$ cat src/rtl/button_conditioner.sv
// Five-button conditioner: two-flop synchronizer, tick-based debouncer and per-button press FSM.
// Optional auto-repeat on U and D is enabled by defining BTN_AUTOREPEAT_EN.
module button_conditioner #(
  parameter int DEBOUNCE_TICKS = 4,
  parameter int REPEAT_DELAY   = 500,
  parameter int REPEAT_PERIOD  = 100
) (
  input  logic       clk,
  input  logic       rst,
  input  logic       tick,
  input  logic [4:0] btn_raw,
  output logic [4:0] level,
  output logic [4:0] pulse
);

  localparam int N  = 5;
  localparam int DW = $clog2(DEBOUNCE_TICKS + 1);
  localparam logic [DW-1:0] DEB_LAST = DW'(DEBOUNCE_TICKS - 1);

  if (DEBOUNCE_TICKS < 1 || REPEAT_DELAY < 1 || REPEAT_PERIOD < 1) begin : g_bad_cfg
    $error("button_conditioner: all tick parameters must be at least 1");
  end

`ifdef BTN_AUTOREPEAT_EN
  typedef enum logic [1:0] {IDLE, HELD, REPEAT} state_e;

  // Only U (bit0) and D (bit1) auto-repeat; C, L and R park in HELD.
  localparam logic [N-1:0] REPEAT_MASK = 5'b00011;
  localparam int HMAX = (REPEAT_DELAY > REPEAT_PERIOD) ? REPEAT_DELAY : REPEAT_PERIOD;
  localparam int HW   = $clog2(HMAX + 1);
  localparam logic [HW-1:0] DELAY_LAST  = HW'(REPEAT_DELAY - 1);
  localparam logic [HW-1:0] DELAY_SAT   = HW'(REPEAT_DELAY);
  localparam logic [HW-1:0] PERIOD_LAST = HW'(REPEAT_PERIOD - 1);

  logic [HW-1:0] hold_q [N];
  logic [HW-1:0] hold_d [N];
`else
  typedef enum logic {IDLE, HELD} state_e;
`endif

  logic [N-1:0]  sync1_q, sync1_d;
  logic [N-1:0]  sync2_q, sync2_d;
  logic [N-1:0]  level_q, level_d;
  logic [N-1:0]  pulse_q, pulse_d;
  logic [DW-1:0] deb_cnt_q [N];
  logic [DW-1:0] deb_cnt_d [N];
  state_e        state_q [N];
  state_e        state_d [N];

  always_comb begin
    sync1_d = btn_raw;
    sync2_d = sync1_q;
  end

  // A level flips only after DEBOUNCE_TICKS consecutive disagreeing ticks.
  always_comb begin
    level_d   = level_q;
    deb_cnt_d = deb_cnt_q;
    for (int i = 0; i < N; i++) begin
      if (tick) begin
        if (sync2_q[i] == level_q[i]) begin
          deb_cnt_d[i] = '0;
        end else if (deb_cnt_q[i] == DEB_LAST) begin
          deb_cnt_d[i] = '0;
          level_d[i]   = ~level_q[i];
        end else begin
          deb_cnt_d[i] = deb_cnt_q[i] + DW'(1);
        end
      end
    end
  end

  always_ff @(posedge clk or negedge rst) begin
    if (!rst) begin
      sync1_q <= '0;
      sync2_q <= '0;
      level_q <= '0;
      for (int i = 0; i < N; i++) deb_cnt_q[i] <= '0;
    end else begin
      sync1_q   <= sync1_d;
      sync2_q   <= sync2_d;
      level_q   <= level_d;
      deb_cnt_q <= deb_cnt_d;
    end
  end

  always_ff @(posedge clk or negedge rst) begin
    if (!rst) begin
      pulse_q <= '0;
      for (int i = 0; i < N; i++) begin
        state_q[i] <= IDLE;
`ifdef BTN_AUTOREPEAT_EN
        hold_q[i]  <= '0;
`endif
      end
    end else begin
      pulse_q <= pulse_d;
      state_q <= state_d;
`ifdef BTN_AUTOREPEAT_EN
      hold_q  <= hold_d;
`endif
    end
  end

  // Hold counter restarts on the IDLE->HELD edge so repeat spacing is measured from the first pulse.
  always_comb begin
    state_d = state_q;
`ifdef BTN_AUTOREPEAT_EN
    hold_d  = hold_q;
`endif
    for (int i = 0; i < N; i++) begin
      if (!level_q[i]) begin
        state_d[i] = IDLE;
`ifdef BTN_AUTOREPEAT_EN
        hold_d[i]  = '0;
`endif
      end else begin
        case (state_q[i])
          IDLE: begin
            state_d[i] = HELD;
`ifdef BTN_AUTOREPEAT_EN
            hold_d[i]  = '0;
`endif
          end
`ifdef BTN_AUTOREPEAT_EN
          HELD: begin
            if (tick) begin
              if (REPEAT_MASK[i] && hold_q[i] == DELAY_LAST) begin
                state_d[i] = REPEAT;
                hold_d[i]  = '0;
              end else if (hold_q[i] != DELAY_SAT) begin
                hold_d[i] = hold_q[i] + HW'(1);
              end
            end
          end
          REPEAT: begin
            if (tick) hold_d[i] = (hold_q[i] == PERIOD_LAST) ? '0 : hold_q[i] + HW'(1);
          end
`endif
          default: ;
        endcase
      end
    end
  end

  always_comb begin
    pulse_d = '0;
    for (int i = 0; i < N; i++) begin
      if (level_q[i]) begin
        case (state_q[i])
          IDLE:    pulse_d[i] = 1'b1;
`ifdef BTN_AUTOREPEAT_EN
          HELD:    pulse_d[i] = tick && REPEAT_MASK[i] && (hold_q[i] == DELAY_LAST);
          REPEAT:  pulse_d[i] = tick && (hold_q[i] == PERIOD_LAST);
`endif
          default: ;
        endcase
      end
    end
  end

  assign level = level_q;
  assign pulse = pulse_q;

endmodule
$ cat config.mk
export PLATFORM = sky130hd
export DESIGN_NAME = button_conditioner
export DESIGN_NICKNAME = d
export VERILOG_FILES = /design/src/rtl/button_conditioner.sv
export SDC_FILE = /design/constraint.sdc
export NUM_CORES = 1
export LEC_CHECK = 0
export ABC_AREA = 1
export BUFFER_PORTS_ARGS = -buffer_cell sky130_fd_sc_hd__buf_2
export CAP_MARGIN = 10
export CORE_MARGIN = 2
export CORE_UTILIZATION = 30
export CTS_CLUSTER_SIZE = 16
export DETAILED_ROUTE_END_ITERATION = 6
export PLACE_DENSITY_LB_ADDON = 0.12
export SYNTH_ARGS = -nofsm -noshare
export SYNTH_HDL_FRONTEND = slang
export SYNTH_SLANG_ARGS = --single-unit
$ cat constraint.sdc
create_clock -name clk -period 3 [get_ports clk]
set_clock_uncertainty 0.1 [all_clocks]
set_input_delay 0.45 -clock clk [delete_from_list [all_inputs] [get_ports clk]]
set_output_delay 0.45 -clock clk [all_outputs]
set_load 0.03 [all_outputs]
==> impl_metrics.py, run 1 <==
metrics = {
    "yosys": {
        "synth_largest_area_cell": "dfrtp_1",
        "synth_area_um2": 1550,
        "ys_ff_latch": 40,
        "syn_inst": 160,
        "syn-num-nets": 173,
        "synth.avg_cell_area_um2": 9.66,
        "synth_cell_types": 10,
        "yosysSeqAreaShare": 0.648,
        "synth_area_leaders": "dfrtp_1 65%, nand2_1 12%, nand3_1 6.5%",
        "yosys.area.top_type_share": 0.648,
        "yosysWarnings": 0,
    },
    "routing": {
        "top_layer_used": "met4",
        "drt-total-wl_um": 2550,
        "first_pass_iters": 4,
        "vias_per_cell": 4.33,
        "dr_wl_met2_um": 1230,
        "antenna_left": 0,
        "drc": 0,
        "vias": 1088,
        "wl_per_cell_um": 10.1,
        "wl_met3_um": 135,
        "drt-initial-drc-count": 107,
        "drt-met1-wl_um": 1120,
    },
    "clocking": {
        "clock-sinks": 40,
        "cts_tree": "done",
        "root_buffer": "clkbuf_8",
        "cts.clk_slew.worst_paths_ps": 70,
        "insertion_delay_ps": 290,
        "clock_path_buffers": 2,
        "cts_resized": 0,
        "cts_setup_buffers": 0,
        "htree_levels": 2,
        "hold_buffers": 0,
        "cts_buffers": 5,
    },
    "critical_path": {
        "ff2ff_path_depth": 5,
        "end_kind": "output pin",
        "path_cells": "buf_2",
        "arrival_ps": 920,
        "cp.depth": 1,
        "cp-start-kind": "register",
        "required_ps": 2450,
        "cp_max_fo": 5,
        "crit_slowest_cell": "dfrtp_1",
        "critPathTopFamily": "flip-flops",
        "path_class": "register to output pin",
        "slowest_delay_ps": 410,
        "cp_num_buf_inv": 1,
    },
    "worst_hold_path": {
        "hold_path.class": "primary input to register",
        "hold_depth": 1,
    },
    "power": {
        "p_int_uw": 1020,
        "finalPower_uw": 1610,
        "netSwitchingPower_uw": 588,
        "p_sw_frac": 0.366,
        "p_clk_frac": 0.204,
        "pwr-share-comb": 0.303,
        "powerDensity_nw_per_um2": 906,
        "vdd_drop_max_v": 0.000371,
        "p_leak_uw": 0.000968,
        "seqPwrFrac": 0.494,
    },
    "sta": {
        "setup_viol": 0,
        "tns_ps": 0,
        "min_period_ps": 1470,
        "hold_viol": 0,
        "clock.fmax_mhz": 680,
        "tightest_slew_ps": 876,
        "rsz0062_at_grt": "false",
        "period_share": 0.490,
        "finalMaxSlewViolations": 0,
        "slew_headroom": 0.416,
    },
    "global_routing": {
        "grt.overflow.total": 0,
        "grt_start_max_net_pins": 41,
        "grt_usage": 0.105,
        "grt_pass1_wl_um": 4410,
        "first_global_vias": 1010,
        "antenna_found_initial": 0,
    },
    "floorplan": {
        "io-pin-count": 18,
        "core_area_um2": 5040,
        "start_util": 0.306,
        "die_w_um": 75.8,
        "rows": 26,
        "die_h_um": 75.8,
        "fp.dieArea_um2": 5740,
    },
    "place": {
        "place_hpwl_um": 1730,
        "gp_congestion": 0.728,
        "port_buffers": 17,
    },
    "finish": {
        "final_layout_size_suffix_gt1_frac": 0.127,
        "antenna_cells": 0,
        "final_cell_mix": "50 x nand2_1, 40 x dfrtp_1, 20 x nand3_1, 19 x inv_1, 17 x buf_2",
        "final_common_cell": "nand2_1",
        "areaGrowthSynthToFinish_pct": 14.9,
        "layout.nets": 194,
        "fillers": 521,
    },
    "outcome": {
        "status": "finished, final reports clean",
    },
    "job": {
        "maxCapViolCount": 0,
    },
}
[Yosys cell counts (all sizes together)]
cell type / count
nand3: 20
a21oi: 8
o21ai: 5
buf: 3
nand2: 50
nor2: 10
ha: 5
inv: 19
dfrtp: 40
[path summary, 6_finish.rpt]
kind,startpoint,to,slack [ps]
setup / recovery,level[0],level[0],1530
hold / removal,btn_raw[0],sync1_q[0],160
setup reg to reg,deb_cnt_q[9],deb_cnt_q[10],1860
hold reg to reg,sync1_q[2],sync2_q[2],250
max in group asynchronous,rst,deb_cnt_q[11],2070
min in group asynchronous,rst,sync2_q[2],180
[cell type report]
type,count,area [um^2],area share
inverters,19,71.3,0.0402
repair buffers,17,85.1,0.0479
clock buffers,6,72.6,0.0409
flip-flops and latches,40,1000,0.564
clock inverters,1,5.00,0.00282
well taps,70,87.6,0.0493
multi-input cells,98,453,0.255
[flip-flops by register name, indices dropped and copies added, names as in the netlist]
signal and flops:
deb_cnt_q 15, level 5, pulse 5, state_q 5, sync1_q 5, sync2_q 5
[kinds of logic after synthesis]
logic type / share of synthesized area
flip-flops: 0.648
AO/OA/AOI/OAI: 0.0421
buffers and inverters: 0.0591
AND/OR/NAND/NOR: 0.211
adder cells (fa/ha/maj): 0.0405
[stage by stage]
stage	hold slack (ps)	cells	util	cell area, um^2	setup WS (ps)
global route	141	251	0.352	1780	1460
global placement	234	244	0.337	1700	1530
floorplan	54.4	160	-	1550	1910
finish	165	251	0.352	1780	1530
CTS	149	251	0.352	1780	1500
detailed placement	236	244	0.337	1700	1480
[power groups by stage]
stage / logic, uW / clock network (uW) / registers [uW]
3_3_place_gp: 476 / 0 / 800
2_1_floorplan: 241 / 0 / 913
4_1_cts: 498 / 351 / 796
6_report: 487 / 327 / 793
3_5_place_dp: 498 / 0 / 805
5_1_grt: 566 / 376 / 817
[metal layers]
layer	track usage	vias to the layer above
met4	0.0526	0
met3	0.0437	6
met2	0.170	21
met5	0	-
li1	-	539
met1	0.119	522
(Power assumes the default switching activity.)
==> run 2: changes to the inputs <==
- clock period: 3 -> 1.4 ns (I/O delays scaled with it)
==> run 2 against run 1 <==
Critical path depth stayed put. Hold slack worse by 5.6 ps. Non-clock buffer count increased by 8. Clock power increased by 130%. Wire length down 1.3%. Register-to-register slack worse by 1600 ps. First-iteration DRC count shrank 22%. Critical endpoint unchanged. Largest cell class unchanged.
==> impl_metrics.py, run 2 (same netlist as run 1, synthesis figures left out) <==
metrics = {
    "routing": {
        "wl_per_cell_um": 9.66,
        "wl_met3_um": 110,
        "drt-initial-drc-count": 83,
        "vias": 1091,
        "drt-met1-wl_um": 1120,
        "drt-total-wl_um": 2510,
        "vias_per_cell": 4.20,
        "antenna_left": 0,
        "first_pass_iters": 4,
        "dr_wl_met2_um": 1200,
        "drc": 0,
        "top_layer_used": "met4",
    },
    "floorplan": {
        "core_area_um2": 5040,
        "die_h_um": 75.8,
        "fp.dieArea_um2": 5740,
        "die_w_um": 75.8,
        "rows": 26,
        "start_util": 0.306,
        "io-pin-count": 18,
    },
    "critical_path": {
        "crit_slowest_cell": "dfrtp_1",
        "reg2reg_from": "deb_cnt_q[3]",
        "r2r_end": "deb_cnt_q[4]",
        "path_class": "register to output pin",
        "r2r_slack_ps": 260,
        "critPathLaunch": "level[0]",
        "cp_max_fo": 5,
        "end_kind": "output pin",
        "cp.depth": 1,
        "cp-start-kind": "register",
        "endpoint": "level[0]",
        "ff2ff_path_depth": 5,
        "critPathTopFamily": "flip-flops",
        "cp_num_buf_inv": 1,
        "slowest_delay_ps": 400,
        "required_ps": 1090,
        "path_cells": "buf_2",
        "arrival_ps": 900,
    },
    "sta": {
        "min_period_ps": 1210,
        "hold_viol": 0,
        "finalMaxSlewViolations": 0,
        "slew_headroom": 0.704,
        "setup_viol": 0,
        "tightest_slew_ps": 444,
        "period_share": 0.866,
        "clock.fmax_mhz": 824,
        "rsz0062_at_grt": "false",
        "tns_ps": 0,
    },
    "clocking": {
        "clock_path_buffers": 2,
        "cts_buffers": 5,
        "cts.clk_slew.worst_paths_ps": 70,
        "cts_tree": "done",
        "htree_levels": 2,
        "insertion_delay_ps": 280,
        "root_buffer": "clkbuf_8",
        "cts_setup_buffers": 0,
        "clock-sinks": 40,
    },
    "job": {
        "maxCapViolCount": 0,
    },
    "finish": {
        "layout.nets": 202,
        "post-route-cell-area_um2": 1880,
        "post-route-util": 0.372,
        "largest_reg_flops": 15,
        "areaGrowthSynthToFinish_pct": 21.4,
        "antenna_cells": 0,
        "top_register": "deb_cnt_q",
        "final_common_cell": "nand2_1",
        "final_cell_mix": "50 x nand2_1, 40 x dfrtp_1, 20 x nand3_1, 19 x inv_1, 17 x buf_2",
        "final_layout_size_suffix_gt1_frac": 0.132,
        "fillers": 519,
    },
    "worst_hold_path": {
        "hold_path.class": "primary input to register",
    },
    "global_routing": {
        "first_global_vias": 1015,
        "grt.overflow.total": 0,
        "grt_pass1_wl_um": 4380,
        "grt_usage": 0.105,
        "antenna_found_initial": 0,
        "grt_start_max_net_pins": 41,
    },
    "power": {
        "vdd_drop_max_v": 0.000630,
        "p_leak_uw": 0.00101,
        "powerDensity_nw_per_um2": 1880,
        "finalPower_uw": 3520,
    },
    "outcome": {
        "status": "finished, final reports clean",
    },
    "place": {
        "placed_area_um2": 1730,
        "place_hpwl_um": 1690,
        "port_buffers": 17,
        "gp_congestion": 0.717,
    },
}
==> run 2: how the worst min path moves through the flow <==
| stage | start | to | cells past startpoint |
|---|---|---|---|
| after floorplan | rst | deb_cnt_q[0] | 0 |
| after global placement | rst | sync2_q[2] | 2 |
| after detailed placement | rst | sync2_q[2] | 2 |
| after CTS | tick | deb_cnt_q[9] | 3 |
| after global routing | tick | deb_cnt_q[14] | 3 |
| final | tick | deb_cnt_q[12] | 3 |
==> run 2: metal layers <==
metal  track usage  vias to the layer above
met5             0                        -
met4        0.0624                        0
met3        0.0410                        9
met2         0.164                       19
met1         0.122                      507
li1              -                      556
==> run 2: timing repair <==
item,CTS,global route
hold buffers,6,0
resized for setup,0,0
endpoints found under the hold margin,45,0
==> run 2: final cells by class <==
class	count	area [um^2]	share of cell area
Timing Repair Buffer	25	173	0.0921
Sequential cell	40	1000	0.534
Inverter	19	71.3	0.0380
Tap cell	70	87.6	0.0467
Multi-Input combinational cell	98	453	0.241
Clock buffer	8	90.1	0.0480
==> run 2: power breakdown <==
part,total (uW),internal [uW],switching (uW)
clock network,764,402,363
logic,1060,366,689
registers,1700,1490,205
total,3520,2260,1260
==> run 2: through the flow <==
step | std cells | hold WS, ps | setup slack [ps]
5_1_grt | 260 | 158 | 112
4_1_cts | 260 | 144 | 163
2_1_floorplan | 160 | -186 | 315
3_5_place_dp | 246 | 101 | 280
3_3_place_gp | 246 | 99.0 | 302
6_report | 260 | 159 | 187
==> run 3: changes to the inputs <==
==> constraint.sdc (replaced) <==
create_clock -name clk -period 1.01 [get_ports clk]
set_clock_uncertainty 0.1 [all_clocks]
set_input_delay 0.101 -clock clk [delete_from_list [all_inputs] [get_ports clk]]
set_output_delay 0.101 -clock clk [all_outputs]
set_load 0.03 [all_outputs]
==> run 3 against run 2 <==
The run now ends with setup timing left. Cell count grew 6.9%. Via count up 11%. First-iteration DRC count down 28%. Hold slack got worse by 130 ps. Largest cell class unchanged. Largest power group is now combinational cells.
==> impl_metrics.py, run 3 (same netlist as run 1, synthesis figures left out) <==
metrics = {
    "outcome": {
        "status": "complete, but fails checks",
        "violations": "setup timing",
    },
    "finish": {
        "areaGrowthSynthToFinish_pct": 52.6,
        "largest_reg_flops": 15,
        "layout.nets": 221,
        "final_cell_mix": "38 x nand2_1, 35 x dfrtp_1, 18 x buf_6, 15 x inv_1",
        "final_common_cell": "nand2_1",
        "antenna_cells": 0,
        "top_register": "deb_cnt_q",
        "post-route-cell-area_um2": 2360,
        "final_cells": 278,
        "final_layout_size_suffix_gt1_frac": 0.457,
        "fillers": 480,
        "post-route-util": 0.467,
    },
    "floorplan": {
        "die_w_um": 75.8,
        "io-pin-count": 18,
        "rows": 26,
        "fp.dieArea_um2": 5740,
        "start_util": 0.306,
        "die_h_um": 75.8,
        "core_area_um2": 5040,
    },
    "clocking": {
        "clock-sinks": 40,
        "cts.clk_slew.worst_paths_ps": 80,
        "cts_tree": "done",
        "clock_path_buffers": 2,
        "cts_buffers": 5,
        "htree_levels": 2,
        "root_buffer": "clkbuf_8",
        "insertion_delay_ps": 280,
    },
    "routing": {
        "antenna_left": 0,
        "wl_per_cell_um": 11.4,
        "drt-total-wl_um": 3160,
        "vias": 1213,
        "first_pass_iters": 4,
        "drc": 0,
        "drt-initial-drc-count": 60,
        "vias_per_cell": 4.36,
    },
    "global_routing": {
        "grt_pass1_wl_um": 5000,
        "antenna_found_initial": 0,
        "grt.overflow.total": 0,
        "first_global_vias": 1199,
        "grt_start_max_net_pins": 41,
        "grt_usage": 0.119,
    },
    "critical_path": {
        "cp_max_fo": 2,
        "cp-start-kind": "register",
        "path_class": "register to register",
        "end_kind": "register",
        "arrival_ps": 1240,
        "required_ps": 1130,
    },
    "place": {
        "place_hpwl_um": 1850,
        "dp_slack_ps": -93.4,
        "placed_area_um2": 1790,
        "port_buffers": 17,
        "dp_cells": 252,
        "gp_congestion": 0.713,
    },
    "sta": {
        "period_share": 1.11,
        "layout_setup_ws_ps": -107,
        "rsz0062_at_grt": "true",
        "hold_viol": 0,
        "setup_viol": 16,
        "tightest_slew_ps": 470,
        "clock.fmax_mhz": 895,
        "min_period_ps": 1120,
        "slew_headroom": 0.686,
        "finalMaxSlewViolations": 0,
    },
    "power": {
        "vdd_drop_max_v": 0.00118,
        "powerDensity_nw_per_um2": 2720,
        "p_leak_uw": 0.00115,
        "finalPower_uw": 6400,
    },
    "worst_hold_path": {
        "hold_path.class": "primary input to register",
    },
    "job": {
        "maxCapViolCount": 0,
    },
}
-- run 3: changes by cell type in the layout (fill, tap and decap cells not counted), sizes merged --
cell / change
clkinv: +1
clkbuf: -2
buf: +19
-- run 3: through the flow --
stage / TNS (ps) / hold WS [ps]
floorplan: -108 / -295
finish: -757 / 32.7
CTS: -928 / 26.4
global placement: -181 / -14.2
detailed placement: -600 / -10.3
global route: -1840 / 45.4
-- run 3: worst paths after layout --
| check | from | to | slack (ps) | cells past startpoint |
|---|---|---|---|---|
| max | deb_cnt_q[12] | deb_cnt_q[13] | -110 | 5 |
| min | tick | deb_cnt_q[11] | 30 | 3 |
| max reg2reg | deb_cnt_q[12] | deb_cnt_q[13] | -110 | 5 |
| min reg2reg | sync1_q[2] | sync2_q[2] | 250 | 0 |
| max in group asynchronous | rst | level[4] | 380 | 3 |
| min in group asynchronous | rst | pulse[2] | 220 | 3 |
-- run 3: repair_timing --
action,CTS,global route
pin swaps,10,23
hold buffers,6,0
hold endpoints to repair,45,0
buffers inserted,11,4
gates resized for setup,44,41
endpoints found under the setup margin,28,30
-- run 3: critical path, cell delays in order, from the launching register on --
cell and delay [ps]:
dfrtp_1 410, ha_4 270, inv_2 30, a21oi_2 100, nand3_1 80, nand2_1 60
-- run 3: metal layers --
metal	GRT usage	vias up	part of all wire
li1	-	593	-
met1	0.132	586	0.41
met2	0.206	24	0.53
met3	0.0397	10	0.037
met4	0.0526	0	0.025
met5	0	-	0
-- run 3: where the power goes --
part	internal (uW)	switching [uW]
Combinational	1520	1440
Sequential	2090	381
Clock	469	507
-- run 3: final cells by class --
class / instances / area, um^2 / area share
inverter: 19 / 71.3 / 0.0303
sequential: 40 / 1010 / 0.427
clock buffer: 6 / 72.6 / 0.0308
multi-input combinational: 98 / 706 / 0.299
tap: 70 / 87.6 / 0.0372
timing repair buffer: 44 / 408 / 0.173
clock inverter: 1 / 5.00 / 0.00212
